### src/rtl/alu_branch_exec_if.sv
// alu_branch_exec_if: operand, decode and result bundle between issue logic and the ALU/branch unit
interface alu_branch_exec_if;
   logic [2:0]  optype;
   logic [4:0]  control;
   logic [31:0] rn;
   logic [31:0] shifter;
   logic        shifter_carry;
   logic [23:0] branch_imm;
   logic        exec_valid;
   logic [3:0]  alu_opcode;
   logic [3:0]  should_set;
   logic [31:0] alu_out;
   logic [3:0]  alu_flags;
   logic [3:0]  flags;
   logic        ib;
   logic        bl;
   logic [31:0] bv;
   modport master (
      output optype, control, rn, shifter, shifter_carry, branch_imm, exec_valid,
      input  alu_opcode, should_set, alu_out, alu_flags, flags, ib, bl, bv
   );
   modport slave (
      input  optype, control, rn, shifter, shifter_carry, branch_imm, exec_valid,
      output alu_opcode, should_set, alu_out, alu_flags, flags, ib, bl, bv
   );
endinterface

### src/rtl/alu_branch_exec.sv
// alu_branch_exec: data-processing ALU with NZCV flag register and branch target/take decode
module alu_branch_exec (
   input logic clk,
   input logic nreset,
   alu_branch_exec_if.slave bus
);
   logic        is_dp, is_ls, arith, rev, inv, cin, c, v;
   logic [3:0]  op, ss, af, fl, we;
   logic [31:0] a, b, res;
   logic [32:0] sum;
   // decode the ALU operation and which flags it may write
   always_comb begin
      is_dp = bus.optype[2:1] == 2'b00;
      is_ls = bus.optype[2:1] == 2'b01;
      op    = is_dp ? bus.control[4:1] : is_ls ? (bus.control[3] ? 4'h4 : 4'h2) : 4'hD;
      arith = (op >= 4'h2 && op <= 4'h7) || op == 4'hA || op == 4'hB;
      ss    = (is_dp && bus.control[0]) ? (arith ? 4'hF : 4'hE) : 4'h0;
   end
   // 33-bit adder: reverse forms swap operands, subtract forms invert the second operand
   always_comb begin
      rev = op == 4'h3 || op == 4'h7;
      inv = op == 4'h2 || op == 4'h6 || op == 4'hA;
      a   = rev ? bus.shifter : bus.rn;
      b   = rev ? ~bus.rn : inv ? ~bus.shifter : bus.shifter;
      cin = (op == 4'h5 || op == 4'h6 || op == 4'h7) ? fl[1] :
            (op == 4'h2 || op == 4'h3 || op == 4'hA);
      sum = {1'b0, a} + {1'b0, b} + {32'd0, cin};
   end
   // result mux and flag generation; logical ops take C from the shifter and keep V
   always_comb begin
      case (op)
         4'h0, 4'h8: res = bus.rn & bus.shifter;
         4'h1, 4'h9: res = bus.rn ^ bus.shifter;
         4'hC:       res = bus.rn | bus.shifter;
         4'hD:       res = bus.shifter;
         4'hE:       res = bus.rn & ~bus.shifter;
         4'hF:       res = ~bus.shifter;
         default:    res = sum[31:0];
      endcase
      c  = arith ? sum[32] : bus.shifter_carry;
      v  = arith ? (a[31] == b[31]) && (sum[31] != a[31]) : fl[0];
      af = {res[31], res == 32'd0, c, v};
      we = ss & {4{bus.exec_valid}};
   end
   // per-bit flag commit; unselected bits hold
   always_ff @(posedge clk or negedge nreset) begin
      if (!nreset) fl <= 4'h0;
      else         fl <= (we & af) | (~we & fl);
   end
   assign bus.alu_opcode = op;
   assign bus.should_set = ss;
   assign bus.alu_out    = res;
   assign bus.alu_flags  = af;
   assign bus.flags      = fl;
   assign bus.ib         = bus.optype == 3'b101 && bus.exec_valid;
   assign bus.bl         = bus.ib && bus.control[4];
   assign bus.bv         = {{6{bus.branch_imm[23]}}, bus.branch_imm, 2'b00};
endmodule

### src/flat_wrapper.sv
// flat-port wrapper written by rule: the top's interface ports become plain ports
module alu_branch_exec_flat 
  (clk, nreset, bus_optype, bus_control, bus_rn, bus_shifter, bus_shifter_carry, bus_branch_imm, bus_exec_valid, bus_alu_opcode, bus_should_set, bus_alu_out, bus_alu_flags, bus_flags, bus_ib, bus_bl, bus_bv);
  alu_branch_exec_if bus_i ();
  input logic clk;
  input logic nreset;
  input wire logic [$bits(bus_i.optype)-1:0] bus_optype;
  input wire logic [$bits(bus_i.control)-1:0] bus_control;
  input wire logic [$bits(bus_i.rn)-1:0] bus_rn;
  input wire logic [$bits(bus_i.shifter)-1:0] bus_shifter;
  input wire logic [$bits(bus_i.shifter_carry)-1:0] bus_shifter_carry;
  input wire logic [$bits(bus_i.branch_imm)-1:0] bus_branch_imm;
  input wire logic [$bits(bus_i.exec_valid)-1:0] bus_exec_valid;
  output wire logic [$bits(bus_i.alu_opcode)-1:0] bus_alu_opcode;
  output wire logic [$bits(bus_i.should_set)-1:0] bus_should_set;
  output wire logic [$bits(bus_i.alu_out)-1:0] bus_alu_out;
  output wire logic [$bits(bus_i.alu_flags)-1:0] bus_alu_flags;
  output wire logic [$bits(bus_i.flags)-1:0] bus_flags;
  output wire logic [$bits(bus_i.ib)-1:0] bus_ib;
  output wire logic [$bits(bus_i.bl)-1:0] bus_bl;
  output wire logic [$bits(bus_i.bv)-1:0] bus_bv;
  assign bus_i.optype = bus_optype;
  assign bus_i.control = bus_control;
  assign bus_i.rn = bus_rn;
  assign bus_i.shifter = bus_shifter;
  assign bus_i.shifter_carry = bus_shifter_carry;
  assign bus_i.branch_imm = bus_branch_imm;
  assign bus_i.exec_valid = bus_exec_valid;
  assign bus_alu_opcode = bus_i.alu_opcode;
  assign bus_should_set = bus_i.should_set;
  assign bus_alu_out = bus_i.alu_out;
  assign bus_alu_flags = bus_i.alu_flags;
  assign bus_flags = bus_i.flags;
  assign bus_ib = bus_i.ib;
  assign bus_bl = bus_i.bl;
  assign bus_bv = bus_i.bv;
  alu_branch_exec u_core (.clk(clk), .nreset(nreset), .bus(bus_i));
endmodule
### config.mk
export PLATFORM = sky130hd
export DESIGN_NAME = alu_branch_exec_flat
export DESIGN_NICKNAME = d
export VERILOG_FILES = /design/src/rtl/alu_branch_exec_if.sv /design/src/rtl/alu_branch_exec.sv /design/src/flat_wrapper.sv
export SDC_FILE = /design/constraint.sdc
export NUM_CORES = 1
export LEC_CHECK = 0
export CORE_MARGIN = 2
export CORE_UTILIZATION = 48
export DETAILED_ROUTE_END_ITERATION = 8
export DONT_BUFFER_PORTS = 1
export PLACE_DENSITY = 0.74
export SLEW_MARGIN = 25
export SYNTH_ARGS = -nofsm -noshare
export SYNTH_HDL_FRONTEND = slang
export SYNTH_SLANG_ARGS = --single-unit
### constraint.sdc
create_clock -name clk -period 18 [get_ports clk]
set_input_delay 3.6 -clock clk [delete_from_list [all_inputs] [get_ports clk]]
set_output_delay 3.6 -clock clk [all_outputs]
set_load 0.01 [all_outputs]
### Word-level counts from Yosys, hierarchy flattened

Index checks and enable logic that the tools add are counted.

* latch bits: 0
* output and inout bits: 82
* memory bits (read-only): 0
* input port bits: 100
* memory bits (writable): 0
* memories: 0
* register bits after elaboration: 4

* bitwise operators: 11
* equality and inequality tests: 18
* shifts and indexed selects: 0
* multiplexer cells: 12
* $add $sub $neg: 2
* reductions and logical operators: 19
* order comparisons: 2
* $mul: 0
* divide/modulo/power cells: 0

Operators with widths (count)
* $pmux 32 s6: 1
* $mux 32: 3
* $and 32x32->32: 2
* $not 32->32: 2
* $add 32x32->33: 1
* $add 33x1->33: 1
* $eq 4x4->1 const B: 8
* $logic_not 32->1: 1
* $or 32x32->32: 1
* $xor 32x32->32: 1
* $and 4x4->4: 3
* $eq 4x3->1 const B: 3
* $mux 4: 3
* $logic_or 1x1->1: 9
* $eq 4x2->1 const B: 2
* $logic_and 1x1->1: 5
* $eq 4x1->1 const B: 1
* $ge 4x2->1 const B: 1
* $le 4x3->1 const B: 1
* $logic_not 4->1: 1
* $mux 1: 4
* $not 4->4: 1
* $or 4x4->4: 1
* $reduce_or 2->1: 2
* 6 further kinds: 6

### Longest topological paths before layout

Gate-level depths: netlist of run 1.

* word-level depth: 15
* mapped depth: 23
* mapped depth without buffers: 20

### Least setup slack after synthesis of run 1

OpenSTA, ideal clock, no wires.

* path kind: input to output
* start point: input port bus_optype[1]
* end point: output port bus_alu_flags[2]
* slack: 5.932 ns
* arrival: 8.468 ns
* stages on the path: 20
* cell sequence: buf_2 nor2_1 a211oi_1 and3_1 clkbuf_1 clkbuf_1 mux2i_1 fa_1 inv_1 fa_1 a211oi_2 nor4b_4 o211ai_2 o31a_1 o41ai_1 xnor2_1 a31oi_1 a2111oi_0 nand4_1 nor4_1

* longest elaborated chain between the ends: 12

Ends and longest elaborated chain
* start, declared: RTL line flat_wrapper.sv:7 `input wire logic [$bits(bus_i.optype)-1:0] bus_optype;`
* $eq 2x1->1: RTL line alu_branch_exec.sv:14 `is_ls = bus.optype[2:1] == 2'b01;`
* $mux 4: RTL line alu_branch_exec.sv:15 `op = is_dp ? bus.control[4:1] : is_ls ? (bus.control[3] ? 4'h4 : 4'h2) : 4'hD;`
* $mux 4 *: RTL line alu_branch_exec.sv:15
* net bus_alu_opcode[1]: RTL line flat_wrapper.sv:14 `output wire logic [$bits(bus_i.alu_opcode)-1:0] bus_alu_opcode;`
* $eq 4x2->1 or $eq 4x3->1 (tied branches): RTL line alu_branch_exec.sv:22, alu_branch_exec.sv:26, alu_branch_exec.sv:25
* $logic_or 1x1->1 (2 in a row): RTL line alu_branch_exec.sv:22 `inv = op == 4'h2 || op == 4'h6 || op == 4'hA;`
* $mux 32 (2 in a row): RTL line alu_branch_exec.sv:24 `b = rev ? ~bus.rn : inv ? ~bus.shifter : bus.shifter;`
* $add 32x32->33: RTL line alu_branch_exec.sv:27 `sum = {1'b0, a} + {1'b0, b} + {32'd0, cin};`
* $add 33x1->33: RTL line alu_branch_exec.sv:27
* $pmux 32 s6 *: RTL line alu_branch_exec.sv:31 `case (op)`
* $logic_not 32->1 *: RTL line alu_branch_exec.sv:42 `af = {res[31], res == 32'd0, c, v};`
* end, declared: RTL line flat_wrapper.sv:17 `output wire logic [$bits(bus_i.alu_flags)-1:0] bus_alu_flags;`

Mark *: on every way through the listed nets, which the timed path passes. The rest lies on a longest branch.

### Final worst setup path of run 1

Same ends and word-level chain as after synthesis.

==> impl_metrics.env, run 1 <==
export IMPL_status="finished, violations left"
export IMPL_violations="design-rule violations"
export IMPL_htree_levels=1
export IMPL_ys_seq_elements=4
export IMPL_ys_async_sr_fraction_pct=100
export IMPL_coreArea_sq_um=11500
export IMPL_hpwlAfterDp_microns=13800
export IMPL_final_cell_area_sq_um=5560
export IMPL_dieArea_sq_um=12800
export IMPL_synthFlopType="dfrtp_1"
export IMPL_slew_headroom_pct=34.7
export IMPL_synth_area_sq_um=5720
export IMPL_slowest_delay_ps=630
export IMPL_cts_hold_buf=0
export IMPL_critical_path_class="input port to output port"
export IMPL_fin_crit_ps=12910
export IMPL_dpl_cell_area_sq_um=5490
export IMPL_synth_adder_area_share_pct=14.5
export IMPL_maxCapViolations=0
export IMPL_reg2reg_depth=16
export IMPL_fin_crit_sh_pct=71.7
export IMPL_antenna_cells=0
export IMPL_cts_tree="built"
export IMPL_cp_data_arrival_time_ps=9300
export IMPL_synth_edf_count=0
export IMPL_path_cells="nor2_1 -> a211oi_1 -> and3_4 -> buf_6 -> o21ai_0 -> fa_1 -> inv_1 -> fa_1 -> a211oi_2 -> nor4b_4 -> o211ai_2 -> o31a_1 -> o41ai_1 -> xnor2_1 -> a31oi_1 -> a2111oi_0 -> nand4_1 -> nor4_1"
export IMPL_hp_class="flip-flop to flip-flop"
export IMPL_crit_fanout=127
export IMPL_cts_sinks=4
export IMPL_synth_top_area_share_pct=13.8
export IMPL_fin_tns_setup_ps=0
export IMPL_cp_depth=18
export IMPL_synth_simple_area_share_pct=21.9
export IMPL_yosys_area_share_xor_xnor_pct=7.51
export IMPL_worstSetupStartpointType="input port"
export IMPL_power_mw=0.258
export IMPL_gr_total_overflow=0
export IMPL_cp_num_buf_inv=2
export IMPL_drt_iter0_markers=506
export IMPL_synthToLayoutAreaGrowth_pct=-2.69
export IMPL_hold_viol_final=0
export IMPL_powerDensity_nw_per_um2=46.4
export IMPL_ys_top_cells_by_area="ha_1, a21oi_1, xnor2_1, o21ai_0, nand2_1"
export IMPL_yosysTopAreaCell="ha_1"
export IMPL_synth_compound_area_share_pct=37.8
export IMPL_synth_top_family_by_area="compound AO/OA/AOI/OAI gates"
export IMPL_peakVddDrop_v=0.0000409
export IMPL_drtPass1Iterations=9
export IMPL_gp_congestion=0.996
export IMPL_fp_dieH_microns=113
export IMPL_ys_types=73
export IMPL_worst_pin_slew_ps=979
export IMPL_vias=6209
export IMPL_ys_warnings_count=0
export IMPL_slowest_stage="a211oi_1"
export IMPL_synth_area_mux_share_pct=2.30
export IMPL_crit_top_cell="fa_1"
export IMPL_crit_family="compound AO/OA/AOI/OAI gates"
export IMPL_initial_utilization_pct=49.7
export IMPL_syn_avg_cell_area_sq_um=6.28
export IMPL_finish_utilization_pct=48.3
export IMPL_cts_buffer_depth=2
export IMPL_endpoint_kind="output port"
export IMPL_ios=182
export IMPL_clk_latency_ps=220
export IMPL_timing_fmax_ghz=0.0775
export IMPL_clock_skew_final_ps=0.444
export IMPL_drive_above_1_share_pct=3.62
export IMPL_num_nets_final=996
export IMPL_ys_seq_area_share_pct=1.75
export IMPL_track_usage_pct=26.7
export IMPL_power_leakage_nw=2.43
export IMPL_dieWidth_microns=113
export IMPL_grt_pass1_vias=5639
export IMPL_ant_nets=0
export IMPL_post_cts_buffers=0
export IMPL_rsz0062_at_grt="no"
export IMPL_grt_antenna_before_repair=0
export IMPL_crit_required_ps=14400
export IMPL_numCtsBuffers=3
export IMPL_grt_pass1_wl_microns=28600
export IMPL_postSynthCellCount=910
export IMPL_grt_max_degree=128
export IMPL_rows=39
export IMPL_cts_resized=0
export IMPL_slew_viol_final=0
export IMPL_cts_clk_slew_worst_paths_ps=30
export IMPL_totalWireLength_microns=17900
export IMPL_viasPerCell=6.39
export IMPL_hold_depth=2
export IMPL_setup_viol=0
export IMPL_io_buffers=0
export IMPL_drc_errors=13
export IMPL_wl_per_cell_microns=18.4
export IMPL_nFillCells=1207
export IMPL_clock_root_buffer="clkbuf_16"
[where the power goes]
part	switching (mW)	internal (mW)
Combinational	0.133	0.0781
Sequential	0.00239	0.0109
Clock	0.00586	0.0283
[cell usage after synthesis (7+ instances only)]
| library cell | n |
|---|---|
| nor2_1 | 81 |
| o21a_1 | 7 |
| a21oi_1 | 113 |
| nand2_1 | 87 |
| a21o_1 | 11 |
| a211o_1 | 7 |
| inv_1 | 79 |
| clkbuf_1 | 41 |
| a211oi_1 | 36 |
| o31ai_1 | 8 |
| nand3_1 | 23 |
| nand4_1 | 8 |
| and3_1 | 7 |
| buf_2 | 8 |
| nor3_1 | 19 |
| ha_1 | 63 |
| o21ai_0 | 72 |
| nor4_1 | 7 |
| o2bb2ai_1 | 9 |
| xnor2_1 | 47 |
| mux2i_1 | 12 |
| buf_4 | 39 |
[logic make-up (layout without fill, tap and decap cells)]
family                   count (synthesis)  count (layout)
AO/OA/AOI/OAI                          335             335
XOR/XNOR                                49              49
adder cells (fa/ha/maj)                 65              65
buffers and inverters                  174              92
flip-flops                               4               4
multiplexers                            13              13
other                                    1               2
AND/OR/NAND/NOR                        269             269
[stage by stage]
stage	hold slack [ps]	std cells	worst slack [ps]
floorplan	522	911	5930
global route	601	972	4650
CTS	567	972	4830
finish	566	972	5100
global placement	568	969	5130
detailed placement	556	969	4830
[final cells by class]
type | count | area, sq um | share of cell area (%)
Multi-Input combinational cell | 733 | 4830 | 86.9
Inverter | 79 | 297 | 5.33
Tap cell | 143 | 179 | 3.22
Sequential cell | 4 | 100 | 1.80
Timing Repair Buffer | 10 | 78.8 | 1.42
Clock buffer | 3 | 75.1 | 1.35
[layer usage]
layer | part of all wire, % | track usage [%]
met1 | 44 | 36.3
met2 | 43 | 42.8
met3 | 11 | 6.59
met4 | 2.4 | 5.69
met5 | 0 | 0
[tightest hold or removal path, cell delays in order (launching register included)]
cell and delay [ps]:
dfrtp_1 380, nand2_1 60, o21ai_1 80
[final timing paths]
check	start	end	slack, ps
max in group asynchronous	nreset	async pin	14860
hold reg to reg	flip-flop	flip-flop	570
min in group asynchronous	nreset	async pin	3080
setup / recovery	bus_optype[1]	bus_alu_flags[2]	5100
setup reg to reg	flip-flop	flip-flop	13460
hold / removal	flip-flop	flip-flop	570
[layout by cell type (no fill, tap or decap), types with 4 or more instances in the layout]
cell / n
a21oi_1: 113
a21o_1: 11
o31ai_1: 7
nor3_1: 19
o211ai_1: 4
nand4_1: 8
nor2_1: 81
ha_1: 63
nand3_1: 22
o21ai_0: 72
o21bai_1: 6
a211o_1: 7
a311oi_1: 4
o211a_1: 4
or3_1: 4
o2111ai_1: 5
xnor2_1: 47
inv_1: 79
nor2b_1: 6
a2111oi_0: 6
o2bb2ai_1: 9
a211oi_1: 36
mux2i_1: 12
buf_4: 9
and2_1: 6
nor4_1: 7
nand2_1: 87
o21a_1: 7
nand3b_1: 4
and3_1: 6
dfrtp_1: 4
No activity file was read; power rests on OpenSTA's default activity.
==> run 2, diff against run 1 <==
- clock period: 18 -> 12.25 ns (I/O delays scaled with it)
==> impl_metrics.env, run 2 (synthesized netlist as in run 1, its figures left out) <==
export IMPL_cts_clk_slew_worst_paths_ps=30
export IMPL_cts_buffer_depth=2
export IMPL_endpoint_kind="output port"
export IMPL_layout_common_cells="a21oi_1, nand2_1, nor2_1, inv_1, o21ai_0"
export IMPL_rsz0062_at_grt="no"
export IMPL_drt_iter0_markers=597
export IMPL_clk_latency_ps=220
export IMPL_dieArea_sq_um=12800
export IMPL_setup_viol=0
export IMPL_viasPerCell=6.47
export IMPL_timing_fmax_ghz=0.0945
export IMPL_vias=6284
export IMPL_numCtsBuffers=3
export IMPL_fp_dieH_microns=113
export IMPL_hp_class="flip-flop to flip-flop"
export IMPL_cts_sinks=4
export IMPL_peakVddDrop_v=0.0000794
export IMPL_fin_tns_setup_ps=0
export IMPL_cp_num_buf_inv=1
export IMPL_grt_antenna_before_repair=0
export IMPL_clock_skew_final_ps=0.964
export IMPL_crit_family="compound AO/OA/AOI/OAI gates"
export IMPL_antenna_cells=0
export IMPL_totalWireLength_microns=17900
export IMPL_critical_path_class="input port to output port"
export IMPL_nFillCells=1160
export IMPL_dpl_cell_area_sq_um=5490
export IMPL_io_buffers=0
export IMPL_finish_utilization_pct=48.3
export IMPL_synthToLayoutAreaGrowth_pct=-2.76
export IMPL_rows=39
export IMPL_clock_root_buffer="clkbuf_16"
export IMPL_final_cell_area_sq_um=5560
export IMPL_place_inst=969
export IMPL_dieWidth_microns=113
export IMPL_crit_top_cell="nor2_1"
export IMPL_final_common_cell="a21oi_1"
export IMPL_slowest_stage="a211oi_1"
export IMPL_drtPass1Iterations=7
export IMPL_drive_above_1_share_pct=3.62
export IMPL_slew_viol_final=0
export IMPL_status="finished, violations left"
export IMPL_drc_errors=13
export IMPL_grt_pass1_wl_microns=28500
export IMPL_coreArea_sq_um=11500
export IMPL_grt_max_degree=74
export IMPL_final_cells=972
export IMPL_hpwlAfterDp_microns=13900
export IMPL_gp_congestion=1.00
export IMPL_powerDensity_nw_per_um2=68.1
export IMPL_track_usage_pct=26.5
export IMPL_fin_crit_ps=10580
export IMPL_crit_required_ps=9800
export IMPL_wl_per_cell_microns=18.4
export IMPL_cts_tree="built"
export IMPL_seqCellArea_sq_um=100
export IMPL_crit_fanout=73
export IMPL_post_cts_buffers=0
export IMPL_slowest_delay_ps=670
export IMPL_ios=182
export IMPL_slew_headroom_pct=38.2
export IMPL_pre_cts_slack_ps=1700
export IMPL_maxCapViolations=0
export IMPL_htree_levels=1
export IMPL_worst_pin_slew_ps=915
export IMPL_cp_data_arrival_time_ps=8130
export IMPL_cts_resized=0
export IMPL_initial_utilization_pct=49.7
export IMPL_multi_input_area_sq_um=4830
export IMPL_hold_viol_final=0
export IMPL_grt_pass1_vias=5646
export IMPL_gr_total_overflow=0
export IMPL_num_nets_final=996
export IMPL_ant_nets=0
export IMPL_cts_hold_buf=0
export IMPL_power_leakage_nw=2.43
export IMPL_worstSetupStartpointType="input port"
export IMPL_path_cells="nor2_1 -> a211oi_1 -> and3_4 -> buf_4 -> nor2_1 -> a21oi_1 -> fa_1 -> a211oi_2 -> nor4b_4 -> o211ai_2 -> o31a_1 -> o41ai_1 -> xnor2_1 -> a31oi_1 -> a2111oi_0 -> nand4_1 -> nor4_1"
export IMPL_fin_crit_sh_pct=86.3
export IMPL_violations="design-rule violations"
export IMPL_fin_ws_ps=1670
## run 2: cell types whose count changed in the layout (fill, tap and decap cells not counted)
| cell | delta |
|---|---|
| buf_4 | +1 |
| buf_6 | -1 |
## run 2: final timing paths
| check | endpoint | cells after the start | from | slack [ps] |
|---|---|---|---|---|
| min in group asynchronous | async pin | 0 | nreset | 1930 |
| worst min register to register | flip-flop | 2 | flip-flop | 570 |
| worst max-delay path | bus_alu_flags[2] | 17 | bus_optype[1] | 1670 |
| worst min-delay path | flip-flop | 2 | flip-flop | 570 |
| worst max register to register | flip-flop | 16 | flip-flop | 7760 |
| max in group asynchronous | async pin | 0 | nreset | 10260 |
## run 2: tightest hold or removal path, delay by kind of cell, from the launching register on
| kind | cells | cell delay (ps) |
|---|---|---|
| simple gates | 1 | 60 |
| compound gates | 1 | 80 |
| flops | 1 | 390 |
## run 2: cell type report
cell class              instances  area share (%)
inverters                      79            5.33
well taps                     143            3.22
repair buffers                 10            1.35
flip-flops and latches          4            1.80
clock buffers                   3            1.35
multi-input cells             733            86.9
## run 2: metrics by stage
stage          power (mW)  hold slack [ps]
2_1_floorplan       0.276              522
3_3_place_gp        0.320              568
3_5_place_dp        0.322              570
4_1_cts             0.375              578
5_1_grt             0.414              626
6_report            0.379              572
## run 2: where the power goes
part	switching, mW	leakage [nW]	total, mW	internal [mW]
sequential	0.00358	0.0517	0.0196	0.0160
clock	0.00839	0.0370	0.0500	0.0416
combinational	0.194	2.34	0.309	0.115
## run 2: layer usage
layer	track usage, %	vias to the layer above	wire length, microns	share of wire (%)
met4	4.80	0	276	1.5
met2	42.4	279	7860	44
met1	36.0	2886	7860	44
met5	0	-	0	0
met3	7.28	27	1920	11
li1	-	3092	-	-
